===== src/rtl/rf_wb_sched.sv =====
// +----------------------------------------------------------------------------+
// | rf_wb_sched: register-file write-port scheduler (pipeline vs long-latency) |
// | with a 32-entry pending-write scoreboard driving the decode hazard.        |
// | Optional anti-starvation FORCE state: define RF_WB_STARVE_EN.              |
// | Revision: 1.0                                                              |
// +----------------------------------------------------------------------------+
`default_nettype none

module rf_wb_sched #(
  parameter int STARVE_MAX = 4,
  parameter int CNT_W      = 4
) (
  input  logic        clk,
  input  logic        rst,
  input  logic        pipe_we,
  input  logic [4:0]  pipe_wa,
  input  logic [31:0] pipe_wd,
  output logic        pipe_stall,
  input  logic        ll_valid,
  output logic        ll_ready,
  input  logic [4:0]  ll_wa,
  input  logic [31:0] ll_wd,
  input  logic        iss_valid,
  input  logic [4:0]  iss_rd,
  input  logic [4:0]  dec_rs1,
  input  logic [4:0]  dec_rs2,
  input  logic [4:0]  dec_rd,
  output logic        hazard,
  output logic        rf_we,
  output logic [4:0]  rf_wa,
  output logic [31:0] rf_wd,
  output logic [31:0] busy
);

  // Reject configurations the starvation counter cannot represent.
  if (STARVE_MAX < 1 || STARVE_MAX > 15 || CNT_W < 1 ||
      STARVE_MAX >= (1 << CNT_W)) begin : g_bad_param
    $error("rf_wb_sched: STARVE_MAX must be 1..15 and fit in CNT_W bits");
  end

  logic        w_pipe_gnt;
  logic        w_ll_gnt;
  logic        w_stall;
  logic [31:0] r_busy;
  logic [31:0] w_busy_nxt;
  logic [31:0] w_set;
  logic [31:0] w_clr;

`ifdef RF_WB_STARVE_EN
  typedef enum logic [0:0] {
    ST_NORM  = 1'b0,
    ST_FORCE = 1'b1
  } state_t;

  localparam logic [CNT_W-1:0] C_STARVE_MAX = CNT_W'(STARVE_MAX);
  localparam logic [CNT_W-1:0] C_FORCE_AT   = CNT_W'(STARVE_MAX - 1);

  state_t           r_state;
  state_t           w_state_nxt;
  logic [CNT_W-1:0] r_cnt;
  logic [CNT_W-1:0] w_cnt_nxt;

  always_ff @(posedge clk) begin
    if (rst) begin
      r_state <= ST_NORM;
      r_cnt   <= '0;
    end else begin
      r_state <= w_state_nxt;
      r_cnt   <= w_cnt_nxt;
    end
  end

  always_comb begin
    w_pipe_gnt  = 1'b0;
    w_ll_gnt    = 1'b0;
    w_stall     = 1'b0;
    w_state_nxt = r_state;
    w_cnt_nxt   = r_cnt;
    case (r_state)
      ST_NORM: begin
        if (pipe_we) begin
          w_pipe_gnt = 1'b1;
        end else if (ll_valid) begin
          w_ll_gnt = 1'b1;
        end
        if (ll_valid && !w_ll_gnt) begin
          if (r_cnt != C_STARVE_MAX) begin
            w_cnt_nxt = r_cnt + 1'b1;
          end
          if (r_cnt == C_FORCE_AT) begin
            w_state_nxt = ST_FORCE;
          end
        end else begin
          w_cnt_nxt = '0;
        end
      end
      ST_FORCE: begin
        // The pipe is held even if the ll result vanished, so no pipe write is lost.
        w_ll_gnt    = ll_valid;
        w_stall     = pipe_we;
        w_state_nxt = ST_NORM;
        w_cnt_nxt   = '0;
      end
      default: begin
        w_state_nxt = ST_NORM;
        w_cnt_nxt   = '0;
      end
    endcase
    if (rst) begin
      w_pipe_gnt = 1'b0;
      w_ll_gnt   = 1'b0;
      w_stall    = 1'b0;
    end
  end
`else
  always_comb begin
    w_pipe_gnt = pipe_we & ~rst;
    w_ll_gnt   = ll_valid & ~pipe_we & ~rst;
    w_stall    = 1'b0;
  end
`endif

  always_comb begin
    rf_wa      = w_ll_gnt ? ll_wa : pipe_wa;
    rf_wd      = w_ll_gnt ? ll_wd : pipe_wd;
    rf_we      = (w_pipe_gnt | w_ll_gnt) & (rf_wa != 5'd0);
    ll_ready   = w_ll_gnt;
    pipe_stall = w_stall;
  end

  // A new issue to the register being returned wins: the older result is stale.
  always_comb begin
    w_set      = (iss_valid && iss_rd != 5'd0) ? (32'd1 << iss_rd) : 32'd0;
    w_clr      = (w_ll_gnt && ll_wa != 5'd0) ? (32'd1 << ll_wa) : 32'd0;
    w_busy_nxt = (r_busy & ~w_clr) | w_set;
  end

  always_ff @(posedge clk) begin
    if (rst) begin
      r_busy <= '0;
    end else begin
      r_busy <= {w_busy_nxt[31:1], 1'b0};
    end
  end

  // Hazard looks only at registered state; a same-cycle grant is not bypassed.
  always_comb begin
    hazard = ~rst & (((dec_rs1 != 5'd0) & r_busy[dec_rs1]) |
                     ((dec_rs2 != 5'd0) & r_busy[dec_rs2]) |
                     ((dec_rd  != 5'd0) & r_busy[dec_rd]));
    busy   = r_busy;
  end

endmodule

`default_nettype wire


===== config.mk =====
export PLATFORM = sky130hd
export DESIGN_NAME = rf_wb_sched
export DESIGN_NICKNAME = d
export VERILOG_FILES = /design/src/rtl/rf_wb_sched.sv
export SDC_FILE = /design/constraint.sdc
export NUM_CORES = 1
export LEC_CHECK = 0
export BUFFER_PORTS_ARGS = -buffer_cell sky130_fd_sc_hd__buf_2
export CORE_MARGIN = 2
export CORE_UTILIZATION = 44
export CTS_CLUSTER_DIAMETER = 60
export CTS_CLUSTER_SIZE = 16
export DETAILED_ROUTE_END_ITERATION = 7
export GPL_ROUTABILITY_DRIVEN = 0
export GPL_TIMING_DRIVEN = 0
export PLACE_DENSITY_LB_ADDON = 0.25
export SLEW_MARGIN = 20
export SYNTH_ARGS = -nofsm -noshare
export SYNTH_HDL_FRONTEND = slang
export SYNTH_SLANG_ARGS = --single-unit

===== constraint.sdc =====
create_clock -name clk -period 3 [get_ports clk]
set_clock_uncertainty 0.15 [all_clocks]
set_input_delay 0.6 -clock clk [delete_from_list [all_inputs] [get_ports clk]]
set_output_delay 0.6 -clock clk [all_outputs]
set_load 0.01 [all_outputs]

==> run summary <==
Leak Pwr -> 0.00186 uW
initial antenna violation count -> 0
worst rel slew slack -> 57.9%
RSZ-0062 raised after global routing -> no
critical path peak fanout -> 12
required time of the critical path -> 2.25 ns
DR vias/cell -> 5.55
Die Wd -> 83.8 um
VDD IR max -> 0.000139 V
number of distinct library cells after synthesis -> 51
fin crit period -> 2.95 ns
Final HPWL DP -> 8230 um
fin. max-slew vios -> 0
TritonRoute pass-1 iters -> 4
most used cell, CP -> buf_2
Num CTS Buffers -> 5
Die ar. -> 7030 um^2
clock tree sinks -> 31
Multi-input gate area -> 2000 um^2
syn_area_per_cell -> 7.38 um^2
Post-synth EDFFs -> 0
H-tree depth -> 2
Final Worst Setup Slack -> 0.0518 ns
Tightest Pin Transition -> 0.631 ns
status -> completed
Setup Fix Bufs, Post-CTS -> 0
Net Sw Frac -> 31.3%
first-pass GRT wire length -> 16000 um
Final period util -> 98.3%
starting DRC count in detailed routing -> 204
CP Class -> in2out
FF-to-FF End -> busy[8]
CTS root buf -> clkbuf_8
sequential area share after synthesis -> 22.1%
total number of vias -> 3462
max cap viols -> 0
cells along the critical path -> buf_2, mux4_2, or2b_1, a211oi_1, a41oi_2, buf_2
Worst setup SP type -> input port
Synth Flop Type -> dfxtp_1
Setup crit end kind -> output port
# hold bufs at CTS -> 0
largest net degree at the start of global routing -> 13
Async SR Flop Fraction -> 0%
CTS tree -> yes
clk buf depth -> 2
P&R area growth vs syn -> 34.9%
origin of the critical flop-to-flop path -> busy[8]
number of global-route vias before repair -> 3429
CP top delay family -> multiplexers
Flop pwr share -> 40.7%
filler instances -> 600
Synth Register Bits -> 31
Residual DRC -> 0
storage element area -> 621 um^2
CP bufs+invs -> 2
Post-Place Setup Slack -> -0.0376 ns
grt ovf -> 0
slowest cell on the critical path -> mux4_2
Core ar. -> 6240 um^2
Clock transition at path regs -> 0.06 ns
Sw Pwr -> 326 uW
synth warn -> 0
design area -> 3780 um^2
ant diodes -> 0
final hold vios -> 0
Reg2Reg Depth -> 2
Rows -> 29
Placed Area -> 3710 um^2
Hold Crit Start -> busy[18]
Final #Nets -> 647
Top Ports -> 172
port bufs -> 161
Worst Hold Margin -> 0.387 ns
DIE HEIGHT -> 83.8 um
WL final -> 10000 um
number of flip-flops in the largest register -> 31
Hold Crit Class -> reg2reg
Mapped Area -> 2810 um^2
Cell Pwr Density -> 276 nW/um^2
Post-Syn Instances -> 380
Final setup viols -> 0
Comb power frac -> 30.9%
Max Fclk -> 339 MHz
Clock power frac -> 28.4%
DR WL/cell -> 16.1 um
FF-to-FF setup slack -> 2.05 ns
worst hold endpoint -> busy[18]
initial cell density of the core -> 44.9%
Data arrival, critical path -> 2.20 ns
most common library cell in the layout ignoring fill and taps -> buf_2
fraction of layout cells with a size suffix above 1 -> 37.7%
DRT antenna net count -> 0
Skew-Pair Late Insertion Delay -> 0.28 ns
slowest stage delay, CP -> 0.54 ns
final total power -> 1040 uW
WHS Path Cells -> 2
most frequent cells in the layout -> buf_2, nand2_1, dfxtp_1
Pint -> 717 uW
total global-route track usage -> 28.1%
worst max path at each step:
stage / startpoint / end / slack (ns) / cells past startpoint
finish: dec_rs1[0] / hazard / 0.05 / 6
global route: dec_rs1[1] / hazard / 0.006 / 7
CTS: dec_rs1[0] / hazard / 0.06 / 6
detailed placement: dec_rs1[0] / hazard / -0.04 / 7
global placement: dec_rs1[0] / hazard / 0.03 / 7
floorplan: rst / rf_we / 0.30 / 9
through the flow:
stage / util [%] / instances / setup TNS [ns]
finish: 60.6 / 624 / 0
global route: 60.6 / 624 / 0
CTS: 60.6 / 624 / 0
detailed placement: 59.5 / 619 / -0.0376
global placement: 59.5 / 619 / 0
floorplan: - / 381 / 0
power by group through the flow:
stage | logic, uW | registers, uW | clock network (uW)
after floorplan | 170 | 433 | 0
after global placement | 314 | 433 | 0
after detailed placement | 320 | 434 | 0
after CTS | 321 | 425 | 293
after global routing | 352 | 425 | 312
final | 322 | 425 | 296
layout make-up:
class	instances	area share [%]
plain buffers	28	4.76
clock buffers	6	1.92
inverters	2	0.231
multi-input cells	319	52.8
flip-flops and latches	31	16.4
well taps	77	2.55
repair buffers	161	21.3
worst reg2reg max path, stage by stage (launching register included):
cell	delay [ns]
dfxtp_1	0.44
o21ai_0	0.13
a21oi_1	0.16
kinds of logic (layout without fill, tap and decap cells):
family / count (synthesis) / after routing / synth area share [%]
mux: 30 / 30 / 19.9
compound gates: 75 / 75 / 16.5
simple gates: 212 / 212 / 34.5
other cells: 1 / 2 / 0.134
buf+inv: 31 / 197 / 6.87
flops: 31 / 31 / 22.1
per-layer routing:
metal	wire length [um]	vias up	share of wire, %	GRT usage [%]
li1	-	1666	-	-
met1	3810	1608	38	31.7
met2	5300	166	53	52.7
met3	682	22	6.8	4.06
met4	249	0	2.5	10.9
met5	0	-	0	0
what timing repair did:
action / in CTS / in global routing
endpoints found under the setup margin: 1 / 1
gates cloned: 0 / 0
gates resized for setup: 1 / 1
pin swaps: 0 / 0
cell usage after synthesis, drive strengths merged, types with 7 or more instances:
cell,instances,area (um^2)
nand2,145,544
dfxtp,31,621
a21oi,29,145
o21ai,28,140
mux4,18,435
buf,16,125
clkbuf,13,58.8
mux2i,10,100
nor2,10,37.5
nor2b,9,56.3
nand2b,7,43.8
nor3,7,40.0
No activity file was read; power rests on OpenSTA's default activity.
